[config.mk]
export PLATFORM = sky130hd
export DESIGN_NAME = shadow_reg_writer
export DESIGN_NICKNAME = d
export VERILOG_FILES = /design/src/rtl/shadow_reg_writer.sv
export SDC_FILE = /design/constraint.sdc
export NUM_CORES = 1
export LEC_CHECK = 0
export ABC_CLOCK_PERIOD_IN_PS = 4300
export CORE_ASPECT_RATIO = 1.5
export CORE_MARGIN = 1
export CORE_UTILIZATION = 40
export CTS_CLUSTER_SIZE = 28
export DETAILED_ROUTE_END_ITERATION = 7
export PLACE_DENSITY = 0.74
export SYNTH_ARGS = -nofsm -noshare
export SYNTH_HDL_FRONTEND = slang
export SYNTH_SLANG_ARGS = --single-unit
[constraint.sdc]
create_clock -name clk_i -period 4.3 [get_ports clk_i]
set_input_delay 0.645 -clock clk_i [delete_from_list [all_inputs] [get_ports clk_i]]
set_output_delay 0.645 -clock clk_i [all_outputs]
set_load 0.03 [all_outputs]
[src/rtl/shadow_reg_writer.sv]
// shadow_reg_writer
//   Initiator side of the shadowed-register double-write protocol. Takes one
//   write request, issues two identical write strobes separated by one idle
//   cycle, reads back the committed value, retries on failure and reports
//   completion/error. value_o mirrors the last successfully committed value.
//
// Ports
//   clk_i, rst_i   clock, synchronous active-high reset
//   req_valid_i    write request valid
//   req_ready_o    ready to accept a request (IDLE only)
//   req_data_i     value to commit
//   we_o, wd_o     write strobe / data towards the shadowed register
//   qs_i           committed-value readback from the register
//   err_update_i   register-side update error (staged/shadow mismatch)
//   done_o, err_o  one-cycle completion pulse and coincident error flag
//   err_code_o     0 none, 1 readback mismatch, 2 update error
//   value_o        last successfully committed value
//
// state | meaning
// ------+---------------------------------------------------------------
// IDLE  | waiting for a request, req_ready_o high
// WR1   | first write strobe
// GAP   | one idle cycle between strobes, wd_o held
// WR2   | second write strobe
// CHECK | compare readback and sticky update error, retry or finish
// RESP  | done_o pulse, err_code_o valid
module shadow_reg_writer #(
  parameter int              DW        = 5,
  parameter logic [DW-1:0]   RESVAL    = '0,
  parameter int              MAX_RETRY = 2
) (
  input  logic          clk_i,
  input  logic          rst_i,
  input  logic          req_valid_i,
  output logic          req_ready_o,
  input  logic [DW-1:0] req_data_i,
  output logic          we_o,
  output logic [DW-1:0] wd_o,
  input  logic [DW-1:0] qs_i,
  input  logic          err_update_i,
  output logic          done_o,
  output logic          err_o,
  output logic [1:0]    err_code_o,
  output logic [DW-1:0] value_o
);

  typedef enum logic [2:0] {
    S_IDLE  = 3'd0,
    S_WR1   = 3'd1,
    S_GAP   = 3'd2,
    S_WR2   = 3'd3,
    S_CHECK = 3'd4,
    S_RESP  = 3'd5
  } state_t;

  localparam logic [2:0] MAX_R = 3'(MAX_RETRY);

  state_t        state_q, state_d;
  logic [DW-1:0] data_q;
  logic [DW-1:0] value_q;
  logic [2:0]    retry_q;
  logic          sticky_q;
  logic [1:0]    code_q;

  logic accept;
  logic sticky_now;
  logic check_pass;
  logic can_retry;

  assign accept     = req_valid_i && (state_q == S_IDLE);
  // An update error reported in the CHECK cycle itself still fails the check.
  assign sticky_now = sticky_q | err_update_i;
  assign check_pass = (qs_i == data_q) && !sticky_now;
  assign can_retry  = (retry_q < MAX_R);

  // State register
  always_ff @(posedge clk_i) begin
    if (rst_i) state_q <= S_IDLE;
    else       state_q <= state_d;
  end

  // Next-state logic
  always_comb begin
    state_d = state_q;
    case (state_q)
      S_IDLE:  if (accept) state_d = S_WR1;
      S_WR1:   state_d = S_GAP;
      S_GAP:   state_d = S_WR2;
      S_WR2:   state_d = S_CHECK;
      S_CHECK: begin
        if (!check_pass && can_retry) state_d = S_WR1;
        else                          state_d = S_RESP;
      end
      S_RESP:  state_d = S_IDLE;
      default: state_d = S_IDLE;
    endcase
  end

  // Datapath: request capture, retry count, sticky error, result registers
  always_ff @(posedge clk_i) begin
    if (rst_i) begin
      data_q   <= '0;
      value_q  <= RESVAL;
      retry_q  <= '0;
      sticky_q <= 1'b0;
      code_q   <= 2'd0;
    end else begin
      case (state_q)
        S_IDLE: begin
          if (accept) begin
            data_q   <= req_data_i;
            retry_q  <= '0;
            sticky_q <= 1'b0;
          end
        end
        S_WR1, S_GAP, S_WR2: sticky_q <= sticky_now;
        S_CHECK: begin
          if (check_pass) begin
            value_q <= data_q;
            code_q  <= 2'd0;
          end else if (can_retry) begin
            retry_q  <= retry_q + 3'd1;
            sticky_q <= 1'b0;
          end else begin
            code_q <= sticky_now ? 2'd2 : 2'd1;
          end
        end
        default: ;
      endcase
    end
  end

  // Outputs
  always_comb begin
    req_ready_o = 1'b0;
    we_o        = 1'b0;
    wd_o        = '0;
    done_o      = 1'b0;
    err_o       = 1'b0;
    case (state_q)
      S_IDLE:  req_ready_o = 1'b1;
      S_WR1:   begin we_o = 1'b1; wd_o = data_q; end
      S_GAP:   wd_o = data_q;
      S_WR2:   begin we_o = 1'b1; wd_o = data_q; end
      S_CHECK: wd_o = data_q;
      S_RESP:  begin done_o = 1'b1; err_o = (code_q != 2'd0); end
      default: ;
    endcase
  end

  // code_q only changes on the CHECK->RESP edge, so it is held between pulses
  assign err_code_o = code_q;
  assign value_o    = value_q;

endmodule

After elaboration in Yosys (flattened, before gate mapping)
Index checks and enable logic that the tools add are counted.
- output and inout bits: 16
- bits in registers: 19
- word-level logic and storage cells: 55
- muxes and demuxes: 19
- bitwise operators: 1
- $add $sub $neg: 1
- eq/ne operators: 10
- order comparisons: 1
- reductions and logical operators: 17
- operators with widths (kind ; number):
    $mux 3 ; 5
    $pmux 3 s5 ; 1
    $ne 2x2->1 const B ; 4
    $reduce_and 4->1 ; 2
    $mux 1 ; 7
    $eq 3x2->1 const B ; 2
    $eq 3x3->1 const B ; 2
    $mux 2 ; 3
    $pmux 3 s2 ; 1
    $reduce_and 2->1 ; 3
    $eq 5x5->1 ; 1
    $mux 5 ; 1
    $reduce_bool 2->1 ; 2
    $reduce_or 4->1 ; 1
    $add 3x1->3 const B ; 1
    $eq 3x1->1 const B ; 1
    $logic_and 1x1->1 ; 3
    $logic_not 3->1 ; 1
    $lt 3x2->1 const B ; 1
    $pmux 1 s3 ; 1
    $reduce_bool 3->1 ; 1
    $reduce_or 3->1 ; 1
    $logic_not 1->1 ; 2
    $reduce_or 2->1 ; 1
    $or 1x1->1 ; 1

Depth between registers and ports, before layout
Gate-level depths: netlist of run 1.
- depth after elaboration: 7
- mapped depth: 6
- depth with buffers taken out: 4

Worst setup path after synthesis of run 1
Ideal clock, no wire load.
- path type: register to output
- start: register state_q[2]
- end: output err_o
- setup slack: 1.968 ns
- data arrival time: 1.687 ns
- data required time: 3.655 ns
- cell stages (with the launch flop): 5
- path through: dfxtp_1 -> buf_4 -> inv_1 -> nor3b_1 -> o21a_1
- longest elaborated chain between the ends: 2
- ends and longest elaborated chain (what ; line ; text):
    start: declaration ; 58 ; state_t state_q, state_d;
    start signal: assignment ; 79 ; else state_q <= state_d;
    $eq 3x3->1 ; 140 ; case (state_q)
    $mux 1 ; 140 ;
    end: declaration ; 42 ; output logic err_o,
Every way passes these cells.

Worst setup path after layout of run 1
- start: register state_q[1]
- end: output wd_o[1]
- longest elaborated chain between the ends: 3
- ends and longest elaborated chain (what ; line ; text):
    $eq 3x3->1 (tied with other cells) ; 140 ;
    $reduce_or 4->1 (no line) (*) ; - ;
    $mux 5 (*) ; 140 ;
    end: declaration ; 38 ; output logic [DW-1:0] wd_o,
Mark *: on every way between the ends. The rest lies on a longest branch, timed or not.

==> summary.md, run 1 <==
| Metric | Value |
|---|---|
| Die Y | 61.95 um |
| M1 WL | 951 um |
| Die Area | around 2600 um^2 |
| Slew @ Worst Pin | just over 0.5 ns |
| Fmax | approximately 0.37 GHz |
| Leakage | 0.0004339 uW |
| Synthesized flop and latch total | 19 |
| Final Power | 379.1 uW |
| Post-Syn Nets | 122 |
| First-pass GRT wire length | ~3200 um |
| Initial DRC count | 5 |
| Reg2reg start | state_q[2] |
| Worst Skew | 0.002901 ns |
| DR vias/cell | around 5.3 |
| Crit path kind | flip-flop to output pin |
| Total grt overflow | 0 |
| Worst hold path type | flip-flop to flip-flop |
| Highest metal used | met4 |
| ANT nets after route | 0 |
| Chip width | 41.97 um |
| Setup ws final | 1.578 ns |
| Post-DP HPWL | between 1500 and 2000 um |
| CTS Buf Count | 3 |
| Final TNS setup | 0 ns |
| Fin area | ~1300 um^2 |
| Synthesized instance count | around 110 |
| FF-to-FF End | value_o[1] |
| Max Root-Sink Buffers | 2 |
| Clk sinks | 19 |
| Number of H-tree levels | 1 |
| Antenna Cells | 0 |
| Root buffer selected by CTS | clkbuf_4 |
| Placed Area | around 1200 um^2 |
| Wire length on met3 | around 63 um |
| Crit. End Element | output pin |
| Row count | 21 |
| DRC violations left | 0 |
| CTS tree | yes |
| Final Hold Viols | 0 |
| Worst hold slack | 0.4642 ns |
| Initial antenna violation count | 0 |
| Vias in the first global route | about 700 |
| Final WL | just over 2000 um |
| Synthesized area | roughly 960 um^2 |
| Post_cts resized | 0 |
| Initial core utilization | between 40% and 50% |
| Post-CTS Setup Bufs | 0 |
| Via count | between 800 and 900 |
| Area delta synth->final | 31.07% |
| Relative slew slack | between 60% and 70% |
| RD Place Congestion | roughly 0.82 |
| Largest net degree at the start of global routing | 15 |
| # port buffers | 29 |
| CP Launch Type | flip-flop |
| Fill cells | about 230 |
| Clock transition at path regs | ~0.11 ns |
| Worst R2R Setup Slack | ~2.5 ns |
| Worst skew pair latency | around 0.3 ns |
| Layout cells sized above 1 | under 10% |
| R2R cell count | 3 |
| Setup repair after global routing missed its margin | false |
| Hold Buf Count CTS | 0 |
| Met2 WL | between 1000 and 1500 um |
| Endpoints failing setup | 0 |
| I/O Pins | 30 |
| First-pass DRT Iterations | 4 |
| Max cap viols | 0 |
| Syn avg cell area | ~9.0 um^2 |
| Final Cycle Share | a little over three fifths |
| Slew Viols, Final | 0 |
| Required @ worst endpoint | between 3 and 4 ns |
| Crit path to | wd_o[1] |
| Max IR drop VDD | 0.1467 mV |
| Crit path from | state_q[1] |
| Seq/Total Area, Yosys | 39.69% |
| P per Cell Area | between 300 and 400 nW/um^2 |
| Distinct cell type count after synthesis | 33 |
| Final nets | about 150 |
| Total GRT Usage | between 10% and 20% |
| Status | completed |
| Pre-CTS setup slack | around 1.9 ns |
| Fin crit period | around 2.7 ns |
| Crit path max fanout | 9 |
| CORE AREA | about 2300 um^2 |
| Yosys warning total | 0 |
| Critical path arrival | between 2 and 2.5 ns |
| DR WL/cell | ~13 um |
## where the power goes
group | total, uW | switching [uW] | internal, uW | leakage (uW)
Sequential | 198 | 12.4 | 185 | 0.000155
Clock | 90.8 | 54.6 | 36.2 | 0.0000150
Combinational | 90.8 | 46.6 | 44.1 | 0.000264
## cells by family (layout without fill, tap and decap cells)
group / count (synthesis) / count (layout) / synth area share [%]
buf+inv: 11 / 37 / 6.526
simple gates: 43 / 43 / 22.72
fa+ha+maj: 1 / 1 / 1.305
xor+xnor: 7 / 7 / 6.397
mux: 12 / 12 / 12.66
flops: 19 / 19 / 39.69
compound gates: 14 / 14 / 10.71
## Yosys cell counts
cell	count	area, um^2
a2111oi_0	1	8.760
a211oi_1	1	7.510
a21oi_1	3	15.01
a32o_1	1	10.01
and2_1	7	43.79
buf_2	1	5.000
buf_4	1	7.510
buf_6	2	22.52
clkbuf_1	2	7.510
clkbuf_2	1	5.000
dfxtp_1	19	380.4
ha_1	1	12.51
inv_1	4	15.01
mux2_2	1	11.26
mux2i_1	11	110.1
nand2_1	16	60.06
nand4_1	1	6.260
nor2_1	9	33.78
nor2b_1	1	6.260
nor3_1	4	20.02
nor3_4	1	16.27
nor3b_1	1	7.510
nor4_1	1	6.260
nor4b_1	1	8.760
o211ai_1	2	15.01
o21a_1	1	7.510
o21ai_0	1	5.000
o22ai_1	1	6.260
o2bb2ai_1	1	8.760
o311a_1	1	10.01
o32ai_1	1	8.760
or3b_1	1	8.760
xnor2_1	7	61.31
## routing by layer
layer | track usage [%] | up-vias
met5 | 0 | -
met2 | 28.13 | 19
met1 | 20.25 | 384
met4 | 6.912 | 0
li1 | - | 420
met3 | 1.734 | 4
## placed cells by master, fill, tap and decap left out, drive strengths merged, types with 2 or more instances in the layout
cell type / instances
o211ai: 2
mux2i: 11
nor2: 9
nor3: 5
inv: 4
clkbuf: 4
and2: 7
xnor2: 7
a21oi: 3
clkdlybuf4s50: 29
dfxtp: 19
nand2: 16
## stage by stage
stage / std cells / util, %
6_report: 156 / 55.59
5_1_grt: 156 / 55.59
4_1_cts: 156 / 55.59
3_5_place_dp: 152 / 54.43
3_3_place_gp: 152 / 54.43
2_1_floorplan: 107 / -
## worst max-delay path, cell delays in order (launching register included)
cell             delay (ns)
dfxtp_1                0.50
nor2_1                 0.12
xnor2_1                0.30
and2_1                 0.19
clkdlybuf4s50_1        0.67
## layout make-up
| class | count | area, um^2 | share of cell area [%] |
|---|---|---|---|
| timing repair buffer | 29 | 290.3 | 23.11 |
| multi-input combinational | 77 | 515.5 | 41.04 |
| tap | 23 | 28.78 | 2.291 |
| inverter | 4 | 15.01 | 1.195 |
| clock buffer | 4 | 26.28 | 2.092 |
| sequential | 19 | 380.4 | 30.28 |
## state kept, by name, indices dropped and copies added, names as in the netlist
register / flops
value_o: 5
data_q: 5
err_code_o: 2
state_q: 3
retry_q: 3
sticky_q: 1
## how the worst min path moves through the flow
stage                from          to  cells past startpoint
2_1_floorplan    sticky_q    sticky_q                      2
3_3_place_gp   value_o[1]  value_o[1]                      2
3_5_place_dp   value_o[3]  value_o[3]                      2
4_1_cts        value_o[3]  value_o[3]                      2
5_1_grt        value_o[3]  value_o[3]                      2
6_report       value_o[2]  value_o[2]                      2
(Power assumes the default switching activity.)
==> run 2, diff against run 1 <==
--- a/config.mk
+++ b/config.mk
@@ -5,13 +5,13 @@
 export SDC_FILE = /design/constraint.sdc
 export NUM_CORES = 1
 export LEC_CHECK = 0
-export ABC_CLOCK_PERIOD_IN_PS = 4300
+export ABC_CLOCK_PERIOD_IN_PS = 2380
 export CORE_ASPECT_RATIO = 1.5
 export CORE_MARGIN = 1
 export CORE_UTILIZATION = 40
 export CTS_CLUSTER_SIZE = 28
 export DETAILED_ROUTE_END_ITERATION = 7
-export PLACE_DENSITY = 0.74
+export PLACE_DENSITY = 0.77
 export SYNTH_ARGS = -nofsm -noshare
 export SYNTH_HDL_FRONTEND = slang
 export SYNTH_SLANG_ARGS = --single-unit
==> constraint.sdc (replaced) <==
create_clock -name clk_i -period 2.38 [get_ports clk_i]
set_input_delay 0.357 -clock clk_i [delete_from_list [all_inputs] [get_ports clk_i]]
set_output_delay 0.357 -clock clk_i [all_outputs]
set_load 0.03 [all_outputs]
==> summary.md, run 2 (synthesis results as in run 1) <==
| Metric | Value |
|---|---|
| RD Place Congestion | 0.8866 (+8.4%) |
| Placed Area | 1245 um^2 (+1.2%) |
| DRC violations left | 0 (unchanged) |
| Clock transition at path regs | 0.12 ns (about the same) |
| Final Power | 698.2 uW (+84%) |
| Final WL | 2267 um (+9.2%) |
| Final nets | 151 (+1.3%) |
| Setup ws final | 0.1149 ns (-1.463 ns) |
| Required @ worst endpoint | 2.02 ns (-1.63 ns) |
| Status | completed |
| Worst hold path type | flip-flop to flip-flop |
| CTS Buf Count | 3 (unchanged) |
| Final TNS setup | 0 ns (unchanged) |
| I/O Pins | 30 (unchanged) |
| Root buffer selected by CTS | clkbuf_4 |
| Crit path kind | flip-flop to output pin |
| CP Launch Type | flip-flop |
| Initial DRC count | 51 (+46) |
| Setup repair after global routing missed its margin | false |
| P per Cell Area | 540.2 nW/um^2 (+79%) |
| Vias in the first global route | 858 (+24%) |
| Die Y | 61.95 um (unchanged) |
| Leakage | 0.0005264 uW (+21%) |
| Area delta synth->final | 34.86% |
| Critical Path Max Stage Delay | 0.66 ns (about the same) |
| Initial antenna violation count | 0 (unchanged) |
| Worst skew pair latency | 0.30 ns (about the same) |
| CTS tree | yes |
| Most frequent cells in the layout | 25 x clkdlybuf4s50_1, 17 x dfxtp_1, 16 x nand2_1 |
| Endpoints failing setup | 0 (unchanged) |
| Total grt overflow | 0 (unchanged) |
| Chip width | 41.97 um (unchanged) |
| Fill cells | 209 (-7.9%) |
| Max Root-Sink Buffers | 2 (unchanged) |
| Slew Viols, Final | 0 (unchanged) |
| Critical path arrival | 1.91 ns (-0.17 ns) |
| Total GRT Usage | 18.80% (+2.7 points) |
| Leading cell type in the layout, fill and taps excluded | clkdlybuf4s50_1 |
| Final Cycle Share | a little over nine tenths |
| Fin area | 1292 um^2 (+2.9%) |
| Antenna Cells | 0 (unchanged) |
| Max IR drop VDD | 0.3254 mV (+120%) |
| Buffer and inverter count on the worst path | 1 (unchanged) |
| Layout cells sized above 1 | 8.148% (+4.4 points) |
| Core Util, Final | 57.20% (+1.6 points) |
| Crit. End Element | output pin |
| # port buffers | 29 (unchanged) |
| Largest net degree at the start of global routing | 15 (unchanged) |
| First-pass GRT wire length | 3663 um (+15%) |
| Clk sinks | 19 (unchanged) |
| Row count | 21 (unchanged) |
| Initial core utilization | 42.41% (unchanged) |
| Relative slew slack | 72.94% (+7.2 points) |
| ANT nets after route | 0 (unchanged) |
| Number of H-tree levels | 1 (unchanged) |
| Slowest cell on crit path | clkdlybuf4s50_1 |
| Slew @ Worst Pin | 0.4054 ns (-0.1071 ns) |
| Worst Skew | 0.01241 ns (+0.009510 ns) |
| Max cap viols | 0 (unchanged) |
| Delay-heaviest family, CP | buffers and inverters |
| CORE AREA | 2260 um^2 (unchanged) |
| Hold Crit Start | value_o[4] |
| Via count | 836 (+1.1%) |
| DR vias/cell | 5.291 (-0.19%) |
| Fmax | ~0.44 GHz |
| Final Hold Viols | 0 (unchanged) |
| Crit path from | state_q[0] |
| Pre-CTS setup slack | 0.2754 ns (-1.631 ns) |
| Fin crit period | around 2.3 ns |
| Reg2reg start | state_q[1] |
| Die Area | 2600 um^2 (unchanged) |
| Post-DP HPWL | 1654 um (+2.8%) |
| Crit path max fanout | 8 (-1) |
| DR WL/cell | 14.35 um (+7.8%) |
| First-pass DRT Iterations | 4 (unchanged) |
| CP cell instances | nor2_1 > xnor2_2 > and2_1 > clkdlybuf4s50_1 |
[run 2: changes by cell type in the layout (fill, tap and decap cells not counted), sizes merged]
cell / previous run / this run
buf: 0 / 2
clkdlybuf4s50: 29 / 25
clkinv: 0 / 1
dlymetal6s2s: 0 / 4
clkbuf: 4 / 3
[run 2: worst paths after layout]
| check | endpoint | slack (ns) | cells after the start |
|---|---|---|---|
| worst max register to register | value_o[2] | 0.62 | 4 |
| worst min-delay path | value_o[4] | 0.46 | 2 |
| worst max-delay path | wd_o[1] | 0.11 | 4 |
| worst min register to register | value_o[4] | 0.46 | 2 |
[run 2: cell type report]
| cell class | count | area, um^2 | area share [%] |
|---|---|---|---|
| inverter | 4 | 15.01 | 1.162 |
| timing repair buffer | 31 | 315.3 | 24.39 |
| clock buffer | 3 | 22.52 | 1.742 |
| sequential | 19 | 382.9 | 29.62 |
| multi-input combinational | 77 | 523.0 | 40.46 |
| tap | 23 | 28.78 | 2.227 |
| clock inverter | 1 | 5.005 | 0.3872 |
[run 2: report_power, final]
| part | leakage (uW) | total, uW | switching (uW) | internal [uW] |
|---|---|---|---|---|
| Sequential | 0.000155 | 353 | 17.6 | 335 |
| Clock | 0.0000177 | 166 | 103 | 62.7 |
| Combinational | 0.000353 | 180 | 94.4 | 85.3 |
| Total | 0.000526 | 698 | 215 | 483 |
[run 2: per-layer routing]
metal / share of wire [%] / global-route usage [%]
met1: 44 / 19.96
met2: 50 / 34.15
met3: 4.3 / 4.046
met4: 1.5 / 11.98
met5: 0 / 0
[run 2: tightest hold or removal path: cells and delay by family, from the launching register on]
| kind | cells | cell delay [ns] |
|---|---|---|
| flip-flops | 1 | 0.33 |
| multiplexers | 1 | 0.05 |
| AND/OR/NAND/NOR | 1 | 0.05 |
[run 2: repair_timing]
action / CTS / global route
resized for setup: 2 / 5
setup buffers: 0 / 0
setup endpoints to repair: 6 / 6
endpoints found under the hold margin: 0 / 0
hold buffers: 0 / 0
[run 2: through the flow]
stage	hold WS, ns	instances
after floorplan	0.4467	107
after global placement	0.4442	154
after detailed placement	0.4449	154
after CTS	0.4655	158
after global routing	0.4880	158
final	0.4626	158
==> run 3, diff against run 2 <==
==> constraint.sdc (replaced) <==
create_clock -name clk_i -period 2.38 [get_ports clk_i]
set_input_delay 0.357 -clock clk_i [delete_from_list [all_inputs] [get_ports clk_i]]
set_output_delay 0.357 -clock clk_i [all_outputs]
set_load 0.02 [all_outputs]
==> summary.md, run 3 (synthesis results as in run 1) <==
| Metric | Value |
|---|---|
| CP cell instances | nor2_1 > xnor2_2 > and2_1 > clkdlybuf4s50_1 |
| Status | completed |
| Max IR drop VDD | 0.3224 mV (-0.91%) |
| Critical Path Max Stage Delay | 0.60 ns (-0.06 ns) |
| ANT nets after route | 0 (unchanged) |
| First-pass GRT wire length | 3360 um (-8.3%) |
| Antenna Cells | 0 (unchanged) |
| Wire length on met3 | 84 um (-13%) |
| Initial antenna violation count | 0 (unchanged) |
| CORE AREA | 2260 um^2 (unchanged) |
| Post-DP HPWL | 1569 um (-5.2%) |
| Worst skew pair latency | 0.30 ns (about the same) |
| Crit path kind | flip-flop to output pin |
| Crit path max fanout | 9 (+1) |
| Area of the multi-input gates | 528.0 um^2 (+0.96%) |
| DR WL/cell | 13.24 um (-7.7%) |
| Fill cells | 208 (-0.48%) |
| Met2 WL | 1059 um (-7.4%) |
| Reg area | 384.1 um^2 (+0.33%) |
| Required @ worst endpoint | 2.02 ns (about the same) |
| Post_cts resized | 2 (unchanged) |
| Leading cell type in the layout, fill and taps excluded | clkdlybuf4s50_1 |
| Placed Cells | 153 (-0.65%) |
| Endpoints failing setup | 0 (unchanged) |
| Post-layout instance count excluding filler cells | 157 (-0.63%) |
| Final WL | 2079 um (-8.3%) |
| CP Launch Type | flip-flop |
| I/O Pins | 30 (unchanged) |
| Area delta synth->final | 33.68% |
| Hold Buf Count CTS | 0 (unchanged) |
| Final TNS setup | 0 ns (unchanged) |
| Clock transition at path regs | 0.10 ns (-0.02 ns) |
| Largest net degree at the start of global routing | 15 (unchanged) |
| Root buffer selected by CTS | clkbuf_4 |
| Worst hold slack | 0.4657 ns (+0.003100 ns) |
| # port buffers | 29 (unchanged) |
| P per Cell Area | 530.1 nW/um^2 (-1.9%) |
| Number of H-tree levels | 1 (unchanged) |
| Setup repair after global routing missed its margin | false |
| Initial DRC count | 9 (-82%) |
| Relative slew slack | 73.61% (+0.66 points) |
| Fmax | 0.4496 GHz (+1.9%) |
| Final Cycle Share | 93.44% (-1.7 points) |
| CTS Buf Count | 3 (unchanged) |
| Clk sinks | 19 (unchanged) |
| Die Area | 2600 um^2 (unchanged) |
| M1 WL | 916 um (-7.7%) |
| Slowest cell on crit path | clkdlybuf4s50_1 |
| DR vias/cell | 5.274 (-0.33%) |
| DRC violations left | 0 (unchanged) |
| Row count | 21 (unchanged) |
| Layout cells sized above 1 | 8.955% (+0.81 points) |
| Most frequent cells in the layout | 29 x clkdlybuf4s50_1, 16 x nand2_1, 16 x dfxtp_1 |
| Slew @ Worst Pin | 0.3959 ns (-0.009477 ns) |
| Via count | 828 (-0.96%) |
| Highest metal used | met4 |
| Leakage | 0.0004495 uW (-15%) |
| RD Place Congestion | 0.8557 (-3.5%) |
| Final nets | 150 (-0.66%) |
| Slew Viols, Final | 0 (unchanged) |
| Max cap viols | 0 (unchanged) |
| Worst R2R Setup Slack | 0.72 ns (+0.10 ns) |
| Final Hold Viols | 0 (unchanged) |
| CTS tree | yes |
| Post-CTS Setup Bufs | 0 (unchanged) |
| Max Root-Sink Buffers | 2 (unchanged) |
| Chip width | 41.97 um (unchanged) |
| Total GRT Usage | 17.12% (-1.7 points) |
| Critical path arrival | 1.87 ns (-0.04 ns) |
| Total grt overflow | 0 (unchanged) |
| Vias in the first global route | 778 (-9.3%) |
| Initial core utilization | 42.41% (unchanged) |
| Fin crit period | 2.224 ns (-0.04119 ns) |
| Die Y | 61.95 um (unchanged) |
| Worst Skew | 0.01598 ns (+0.003568 ns) |
| Worst hold path type | flip-flop to flip-flop |
| Crit. End Element | output pin |
| First-pass DRT Iterations | 4 (unchanged) |
==> run 3: changes by cell type in the layout (fill, tap and decap cells not counted) <==
cell,change
dlymetal6s2s_1,-4
nor3b_1,-1
nor3b_2,+1
dfxtp_2,+1
clkdlybuf4s50_1,+4
dfxtp_1,-1
buf_4,-1
==> run 3: per-layer routing <==
metal	global-route usage, %	up-vias
met2	30.13	22
met5	0	-
met1	19.18	385
met4	10.60	0
li1	-	419
met3	3.468	2
==> run 3: report_power, final <==
group          internal (uW)  switching [uW]  leakage, uW
Combinational           83.2            76.5     0.000276
Clock                   62.5            99.0    0.0000177
Sequential               336            22.3     0.000156
==> run 3: path summary, 6_finish.rpt <==
kind	startpoint	depth (start not counted)	to
setup reg to reg	state_q[2]	3	value_o[2]
hold / removal	value_o[1]	2	value_o[1]
hold reg to reg	value_o[1]	2	value_o[1]
setup / recovery	state_q[1]	4	wd_o[3]
==> run 3: critical path: cells and delay by family, from the launching register on <==
family,cells,cell delay [ns]
buffers and inverters,1,0.60
XOR/XNOR,1,0.19
AND/OR/NAND/NOR,2,0.41
flip-flops,1,0.38
==> run 3: area by class of cell <==
cell class | count | share of cell area (%)
multi-input combinational | 77 | 41.21
sequential | 19 | 29.98
timing repair buffer | 30 | 23.24
tap | 23 | 2.246
clock buffer | 3 | 1.758
inverter | 4 | 1.172
clock inverter | 1 | 0.3906
==> run 3: through the flow <==
step                      utilization, %  setup slack (ns)  total power (uW)  area [um^2]
after floorplan                        -            0.6210             460.4        958.4
after global placement             54.76            0.2999             517.4         1237
after detailed placement           54.76            0.2457             520.6         1237
after CTS                          56.37           0.02923             685.8         1274
after global routing               56.70           0.03800             721.3         1281
final                              56.70            0.1560             679.2         1281
